===== config.mk =====
export PLATFORM = sky130hd
export DESIGN_NAME = sal_ref_ctrl
export DESIGN_NICKNAME = d
export VERILOG_FILES = /design/src/rtl/sal_ref_ctrl.sv
export SDC_FILE = /design/constraint.sdc
export NUM_CORES = 1
export LEC_CHECK = 0
export ABC_AREA = 1
export CAP_MARGIN = 20
export CORE_MARGIN = 2
export CORE_UTILIZATION = 60
export CTS_BUF_LIST = sky130_fd_sc_hd__clkbuf_16
export DETAILED_ROUTE_END_ITERATION = 8
export GPL_TIMING_DRIVEN = 0
export PLACE_DENSITY = 0.95
export SKIP_CTS_REPAIR_TIMING = 1
export SYNTH_ARGS = -nofsm -noshare
export SYNTH_HDL_FRONTEND = slang
export SYNTH_SLANG_ARGS = --single-unit

===== constraint.sdc =====
create_clock -name clk -period 5.3 [get_ports clk]
set_clock_uncertainty 0.2 [all_clocks]
set_input_delay 0.53 -clock clk [delete_from_list [all_inputs] [get_ports clk]]
set_output_delay 0.53 -clock clk [all_outputs]
set_load 0.005 [all_outputs]

===== src/rtl/sal_ref_ctrl.sv =====
// sal_ref_ctrl: auto-refresh request generator for a channel of bank controllers.
// Counts tREFI intervals, hands out one refresh obligation per tick and tracks
// postponed refreshes per bank up to MAX_POSTPONE, with a sticky overflow error.
// Build option: define SAL_REF_ALLBANK_EN for all-bank mode, where every tick
// targets every bank at once and no round-robin pointer exists.

// Per-bank pending-refresh tracker.
module sal_ref_bank #(
  parameter int MAX_POSTPONE = 8,
  parameter int PEND_W       = 4
) (
  input  logic clk,
  input  logic rst_n,
  input  logic tick,
  input  logic gnt,
  output logic req,
  output logic urgent,
  output logic ovf
);
  localparam logic [PEND_W-1:0] PMAX = PEND_W'(MAX_POSTPONE);

  logic [PEND_W-1:0] pend;
  logic              valid;

  // A grant only counts while something is owed; this is what prevents underflow.
  assign valid  = gnt && (pend != '0);
  assign ovf    = tick && !valid && (pend == PMAX);
  assign req    = (pend != '0);
  assign urgent = (pend == PMAX);

  // Pending count: tick adds, valid grant retires, both together cancel out.
  always_ff @(posedge clk or negedge rst_n) begin
    if (!rst_n) begin
      pend <= '0;
    end else if (tick && !valid && (pend != PMAX)) begin
      pend <= pend + PEND_W'(1);
    end else if (valid && !tick) begin
      pend <= pend - PEND_W'(1);
    end
  end
endmodule

module sal_ref_ctrl #(
  parameter int NUM_BANKS    = 4,
  parameter int MAX_POSTPONE = 8,
  parameter int CNT_W        = 16
) (
  input  logic                 clk,
  input  logic                 rst_n,
  input  logic [CNT_W-1:0]     refi_i,
  output logic [NUM_BANKS-1:0] ref_req_o,
  input  logic [NUM_BANKS-1:0] ref_gnt_i,
  output logic [NUM_BANKS-1:0] ref_urgent_o,
  output logic                 err_o
);
  localparam int PEND_W = $clog2(MAX_POSTPONE + 1);

  logic [CNT_W-1:0]     cnt;
  logic                 tick;
  logic [NUM_BANKS-1:0] tgt;
  logic [NUM_BANKS-1:0] ovf;

  // >= rather than == so that lowering refi_i mid-interval still ticks promptly.
  assign tick = (refi_i != '0) && (cnt >= refi_i - CNT_W'(1));

  // Interval counter; held at 0 while generation is disabled.
  always_ff @(posedge clk or negedge rst_n) begin
    if (!rst_n) begin
      cnt <= '0;
    end else if (refi_i == '0 || tick) begin
      cnt <= '0;
    end else begin
      cnt <= cnt + CNT_W'(1);
    end
  end

`ifdef SAL_REF_ALLBANK_EN
  assign tgt = {NUM_BANKS{tick}};
`else
  localparam int PTR_W = $clog2(NUM_BANKS);

  logic [PTR_W-1:0] ptr;

  // Round-robin target pointer; NUM_BANKS is a power of two so it wraps naturally.
  always_ff @(posedge clk or negedge rst_n) begin
    if (!rst_n) begin
      ptr <= '0;
    end else if (tick) begin
      ptr <= ptr + PTR_W'(1);
    end
  end

  for (genvar b = 0; b < NUM_BANKS; b++) begin : g_tgt
    assign tgt[b] = tick && (ptr == PTR_W'(b));
  end
`endif

  for (genvar b = 0; b < NUM_BANKS; b++) begin : g_bank
    sal_ref_bank #(
      .MAX_POSTPONE (MAX_POSTPONE),
      .PEND_W       (PEND_W)
    ) u_bank (
      .clk    (clk),
      .rst_n  (rst_n),
      .tick   (tgt[b]),
      .gnt    (ref_gnt_i[b]),
      .req    (ref_req_o[b]),
      .urgent (ref_urgent_o[b]),
      .ovf    (ovf[b])
    );
  end

  // Sticky overflow flag; only reset clears it.
  always_ff @(posedge clk or negedge rst_n) begin
    if (!rst_n) begin
      err_o <= 1'b0;
    end else if (|ovf) begin
      err_o <= 1'b1;
    end
  end
endmodule


==> summary.md, run 1 <==
| Metric | Value |
|---|---|
| Result of the run | completed |
| Wire length per cell | ~12 um |
| Family with the most delay on the worst path | simple AND/OR/NAND/NOR gates |
| Category of the worst setup path launch point | input port |
| Setup total negative slack | 0 ns |
| FF-to-FF End | g_bank[0].u_bank.pend[3] |
| Iteration-0 DRC Markers | 64 |
| DR vias/cell | a little over 5 |
| # diodes | 0 |
| CP Data Arrival Time | around 4.6 ns |
| Most frequent standard cell in the layout excluding fill and tap cells | sky130_fd_sc_hd__nand2_1 |
| Worst setup slack after placement | roughly 0.44 ns |
| Post-route clock period utilization | roughly 87% |
| DIE HEIGHT | 74.1 um |
| Max-cap violation count | 0 |
| Detailed placement HPWL | 4.47 mm |
| Initial core utilization | a little over three fifths |
| Netlist area before placement | around 3000 sq um |
| Boundary pin count | 31 |
| Proportion of netlist area held by the largest area contributor | 29.7% |
| Gr usage total | 23.7% |
| Final Hold Fails | 0 |
| Clock buffers created by TritonCTS | 5 |
| Total Nets Final | ~480 |
| Mean cell area of the mapped netlist | 7.74 sq um |
| TritonCTS clock tree | done |
| Global-route wire length before repair | 10.2 mm |
| Clock Sinks | 35 |
| Maximum level of the CTS H-tree | 2 |
| Dominant cell type by area after synthesis | sky130_fd_sc_hd__dfrtp_1 |
| Slack of the worst reg-to-reg path | ~2.0 ns |
| Setup WS post-layout | between 0.6 and 0.7 ns |
| R2R depth | 19 |
| Number of core rows | 25 |
| Cells after synthesis | about 380 |
| Data required time at the worst endpoint | ~5.3 ns |
| Area grow syn2layout | 17.2% |
| Root cell of the clock tree | sky130_fd_sc_hd__clkbuf_16 |
| Actual transition at the worst max-transition pin | a little under 0.8 ns |
| Peak Freq | approximately 220 MHz |
| Synth area leaders | sky130_fd_sc_hd__dfrtp_1, sky130_fd_sc_hd__ha_1, sky130_fd_sc_hd__nand2_1 |
| Relative max-transition margin | 47.4% |
| Commonest cells after routing, fill and taps aside | sky130_fd_sc_hd__nand2_1, sky130_fd_sc_hd__inv_1, sky130_fd_sc_hd__nor2_1 |
| Number of buffers and inverters on the critical path | 3 |
| Warnings from Yosys | 0 |
| Chip Width | 74.1 um |
| Ratio of cells with drive above 1 in the final layout | a little under an eighth |
| Number of optimization iterations in the first detailed-route pass | 4 |
| Start-to-end type of the worst setup path | in -> reg |
| Number of synthesized register bits | 35 |
| Buffer levels on the longest clock path | 2 |
| Kind of end point of the critical path | flop |
| Antenna-violating nets left | 0 |
| Share of the core filled with cells | about three quarters |
| Weighted congestion at the end of routability-driven global placement | around 0.83 |
| Placeable core region | about 4700 sq um |
| Highest net fanout along the worst path | 6 |
| Number of port buffers | 30 |
| Proportion of synthesized chip area in sequential cells | 29.7% |
| Most frequent cell on the critical path | sky130_fd_sc_hd__nand2_1 |
| Power density normalized to cell area | between 400 and 500 nW/um^2 |
| Start point of the critical path | refi_i[2] |
| Largest net degree at the start of global routing | 36 |
| Post-synthesis net count | 438 |
| Hold WC Path Type | in -> async |
| Peak supply drop | between 0.3 and 0.4 mV |
| Final critical delay including setup and external delays | about 4.6 ns |
| Origin of the critical flop-to-flop path | cnt[7] |
| Number of global-route vias before repair | 2558 |
| Vias | roughly 2500 |
| Die Outline Area | around 5500 sq um |
| Wire length reported by the detailed router | just under 6 mm |
| Highest-delay cell along the critical path | sky130_fd_sc_hd__clkdlybuf4s50_1 |
| RSZ-0062 raised after global routing | no |
| Number of antenna violations at the first check in global routing | 0 |
| Filler cell count | between 300 and 400 |
| Largest stage delay on the critical path | between 0.4 and 0.5 ns |
| Number of distinct library cells after synthesis | 35 |
| Overflow left after global routing | 0 |
| Leakage Power | 1.71 nW |
| Max-slew violation count | 0 |
| Residual DRC count | 0 |
| Clock latency of the later-clocked register in the worst-skew pair | 0.27 ns |
| Final setup violation count | 0 |
| Clock-pin transition on the worst setup and hold timing paths | approximately 0.05 ns |
[power by group]
group / internal [mW] / switching (mW) / leakage [nW]
clock network: 0.167 / 0.0994 / 0.0669
registers: 0.371 / 0.107 / 0.443
logic: 0.312 / 0.371 / 1.20
total: 0.850 / 0.578 / 1.71
[Yosys cell counts (all sizes together)]
library cell / instances
o21a: 1
fa: 4
and2: 2
inv: 57
a31oi: 3
xor2: 16
nand4: 7
nor4: 1
nand2: 89
nand3b: 1
a21o: 1
o2111ai: 1
xnor2: 10
nand3: 29
nor3: 10
and3b: 1
buf: 9
nor3b: 7
o21ai: 11
nor2: 44
a21oi: 11
ha: 31
dfrtp: 35
[cell type report]
cell class,count,area (sq um),share of cell area (%)
buffer,9,65.1,1.88
tap,67,83.8,2.43
clock buffer,5,125,3.62
sequential,35,876,25.3
timing repair buffer,30,295,8.54
clock inverter,1,3.75,0.109
inverter,57,214,6.19
multi-input combinational,280,1790,51.9
[how the worst max path moves through the flow]
stage,cells after the start,endpoint
after floorplan,26,g_bank[2].u_bank.pend[3]
after global placement,27,g_bank[2].u_bank.pend[3]
after detailed placement,25,g_bank[3].u_bank.pend[3]
after CTS,25,g_bank[0].u_bank.pend[3]
after global routing,25,g_bank[3].u_bank.pend[3]
final,25,g_bank[0].u_bank.pend[3]
[kinds of logic (layout without fill, tap and decap cells)]
kind of cell / count (synthesis) / after routing / synth area share (%)
flip-flops: 35 / 35 / 29.7
AND/OR/NAND/NOR: 191 / 191 / 31.8
XOR/XNOR: 26 / 26 / 7.72
buffers and inverters: 66 / 102 / 9.47
adder cells (fa/ha/maj): 35 / 35 / 15.9
AO/OA/AOI/OAI: 28 / 28 / 5.43
[stage by stage]
step	instance area (sq um)	cells	hold WS [ns]	power (mW)
6_report	3460	484	0.138	1.43
3_3_place_gp	3330	478	0.276	1.11
5_1_grt	3460	484	0.200	1.57
2_1_floorplan	2950	381	0.0344	0.962
3_5_place_dp	3330	478	0.293	1.16
4_1_cts	3460	484	0.161	1.44
[registers in the layout (all words and copies together), names as in the netlist]
register	count
err_o	1
ptr	2
cnt	16
g_bank.u_bank.pend	16
[layer usage]
metal,vias to the layer above,track usage (%),part of all wire [%],wire (um)
met2,37,45.4,51,2940
li1,1287,-,-,-
met4,0,5.66,1.4,80
met5,-,0,0,0
met3,9,4.88,3.3,191
met1,1153,26.6,44,2570
No activity file was read; power rests on OpenSTA's default activity.
==> inputs of run 2 (changes only) <==
--- a/config.mk
+++ b/config.mk
@@ -7,5 +7,5 @@
 export LEC_CHECK = 0
 export ABC_AREA = 1
-export CAP_MARGIN = 20
+export CAP_MARGIN = 40
 export CORE_MARGIN = 2
 export CORE_UTILIZATION = 60
==> constraint.sdc (replaced) <==
create_clock -name clk -period 5.3 [get_ports clk]
set_clock_uncertainty 0.2 [all_clocks]
set_input_delay 1.59 -clock clk [delete_from_list [all_inputs] [get_ports clk]]
set_output_delay 1.59 -clock clk [all_outputs]
set_load 0.005 [all_outputs]
==> summary.md, run 2 (synthesis gave the netlist of run 1 again) <==
| Metric | Value |
|---|---|
| Initial core utilization | a little over three fifths |
| Leakage Power | 1.86 nW |
| Clock buffers created by TritonCTS | 5 |
| Root cell of the clock tree | sky130_fd_sc_hd__clkbuf_16 |
| Hold WC Path Type | reg -> reg |
| Power density normalized to cell area | ~420 nW/um^2 |
| Relative max-transition margin | 46.8% |
| Actual transition at the worst max-transition pin | 0.798 ns |
| Final setup violation count | 0 |
| Buffer levels on the longest clock path | 2 |
| Start-to-end type of the worst setup path | in -> reg |
| Detailed placement HPWL | 4.47 mm |
| Weighted congestion at the end of routability-driven global placement | ~0.83 |
| Kind of end point of the critical path | flop |
| Total Nets Final | ~500 |
| Final critical delay including setup and external delays | between 5 and 6 ns |
| Worst setup slack after placement | -0.616 ns |
| Number of antenna violations at the first check in global routing | 0 |
| Area grow syn2layout | 28.4% |
| Met2 Use GR | between 40% and 50% |
| Commonest cells after routing, fill and taps aside | sky130_fd_sc_hd__nand2_1, sky130_fd_sc_hd__inv_1, sky130_fd_sc_hd__dfrtp_1 |
| Global-route wire length before repair | approximately 10 mm |
| DR vias/cell | between 5 and 6 |
| DIE HEIGHT | 74.1 um |
| Max-cap violation count | 0 |
| Largest registers in the final layout | cnt: 16 flops, g_bank.u_bank.pend: 16 flops, ptr: 2 flops |
| TritonCTS clock tree | done |
| Peak supply drop | around 0.33 mV |
| Highest net fanout along the worst path | 6 |
| Result of the run | completed |
| RSZ-0062 raised after global routing | yes |
| Wire length per cell | between 10 and 15 um |
| Met1 track utilization from global routing | 26.6% |
| Maximum level of the CTS H-tree | 2 |
| Number of core rows | 25 |
| # diodes | 0 |
| Setup WS post-layout | roughly 0.031 ns |
| Number of global-route vias before repair | 2558 |
| Met3 usage in global routing | under 10% |
| Clock Sinks | 35 |
| Final Hold Fails | 0 |
| Busiest layer in global routing | met2 |
| Die Outline Area | ~5500 sq um |
| Most frequent standard cell in the layout excluding fill and tap cells | sky130_fd_sc_hd__nand2_1 |
| Placeable core region | 4720 sq um |
| Ratio of cells with drive above 1 in the final layout | ~20% |
| Clock-pin transition on the worst setup and hold timing paths | about 0.05 ns |
| Gr usage total | approximately a quarter |
| Vias | about 2600 |
| Max-slew violation count | 0 |
| Number of port buffers | 30 |
| Chip Width | 74.1 um |
| Iteration-0 DRC Markers | 86 |
| Setup total negative slack | 0 ns |
| Wire length reported by the detailed router | 6.82 mm |
| Overflow left after global routing | 0 |
| Category of the worst setup path launch point | input port |
| Boundary pin count | 31 |
| Post-route clock period utilization | 99.4% |
| Largest net degree at the start of global routing | 36 |
| Number of optimization iterations in the first detailed-route pass | 4 |
| Antenna-violating nets left | 0 |
| Clock latency of the later-clocked register in the worst-skew pair | 0.28 ns |
| CP Data Arrival Time | between 5 and 6 ns |
| Residual DRC count | 0 |
| Data required time at the worst endpoint | between 5 and 6 ns |
| Peak Freq | 190 MHz |
-- run 2: cell count changes in the layout (fill, tap and decap cells not counted), moves of 4 or more --
| cell | delta |
|---|---|
| sky130_fd_sc_hd__buf_4 | +13 |
| sky130_fd_sc_hd__clkdlybuf4s50_1 | -8 |
| sky130_fd_sc_hd__dlymetal6s2s_1 | +6 |
| sky130_fd_sc_hd__ha_1 | -5 |
| sky130_fd_sc_hd__ha_4 | +5 |
| sky130_fd_sc_hd__nor2_1 | -7 |
| sky130_fd_sc_hd__nor2_2 | +4 |
-- run 2: worst max-delay path: stages --
cell and delay, ns:
sky130_fd_sc_hd__buf_6 0.10, sky130_fd_sc_hd__nor2_4 0.09, sky130_fd_sc_hd__nand2_2 0.07, sky130_fd_sc_hd__nor3_2 0.20
sky130_fd_sc_hd__nand2_1 0.15, sky130_fd_sc_hd__nor2_2 0.17, sky130_fd_sc_hd__nand3_2 0.12, sky130_fd_sc_hd__nor4_4 0.30
sky130_fd_sc_hd__xor2_1 0.17, sky130_fd_sc_hd__inv_1 0.08, sky130_fd_sc_hd__ha_4 0.27, sky130_fd_sc_hd__nand4_1 0.13
sky130_fd_sc_hd__nor2_1 0.14, sky130_fd_sc_hd__nand2_2 0.12, sky130_fd_sc_hd__a21oi_4 0.27, sky130_fd_sc_hd__nand4_4 0.22
sky130_fd_sc_hd__ha_4 0.32, sky130_fd_sc_hd__nand2_2 0.07, sky130_fd_sc_hd__nand2_2 0.07, sky130_fd_sc_hd__a31oi_4 0.18
sky130_fd_sc_hd__inv_2 0.06, sky130_fd_sc_hd__o21ai_2 0.16, sky130_fd_sc_hd__nand2_1 0.07, sky130_fd_sc_hd__nand2_1 0.05
sky130_fd_sc_hd__nand2_1 0.06
-- run 2: power breakdown --
part           switching (mW)  total, mW  internal (mW)
registers               0.123      0.494          0.371
logic                   0.438      0.817          0.379
clock network           0.102      0.269          0.167
-- run 2: metrics by stage --
stage | std cells | area, sq um | power [mW] | hold slack, ns | utilization (%)
2_1_floorplan | 381 | 2950 | 0.962 | 0.255 | -
3_3_place_gp | 478 | 3330 | 1.11 | 0.276 | 70.5
3_5_place_dp | 478 | 3330 | 1.16 | 0.293 | 70.4
4_1_cts | 484 | 3460 | 1.44 | 0.309 | 73.2
5_1_grt | 497 | 3790 | 1.72 | 0.335 | 80.2
6_report | 497 | 3790 | 1.58 | 0.309 | 80.2
-- run 2: cell type report --
class | count | area [sq um]
inverters | 57 | 214
multi-input cells | 280 | 2010
fillers | 293 | 937
clock buffers | 5 | 125
repair buffers | 43 | 410
well taps | 67 | 83.8
plain buffers | 9 | 65.1
clock inverters | 1 | 3.75
flip-flops and latches | 35 | 876
-- run 2: per-layer routing --
layer  vias up  part of all wire (%)
li1       1315                     -
met1      1251                    41
met2        61                    53
met3        14                   3.9
met4         0                   2.0
met5         -                     0
-- run 2: final timing paths --
path	start	end	slack, ns	cells after the start
setup / recovery	refi_i[1]	g_bank[0].u_bank.pend[3]	0.03	25
hold / removal	cnt[0]	cnt[0]	0.31	1
setup reg to reg	cnt[7]	g_bank[0].u_bank.pend[3]	2.12	19
hold reg to reg	cnt[0]	cnt[0]	0.31	1
max in group asynchronous	rst_n	cnt[2]	3.19	1
min in group asynchronous	rst_n	g_bank[1].u_bank.pend[2]	1.20	1
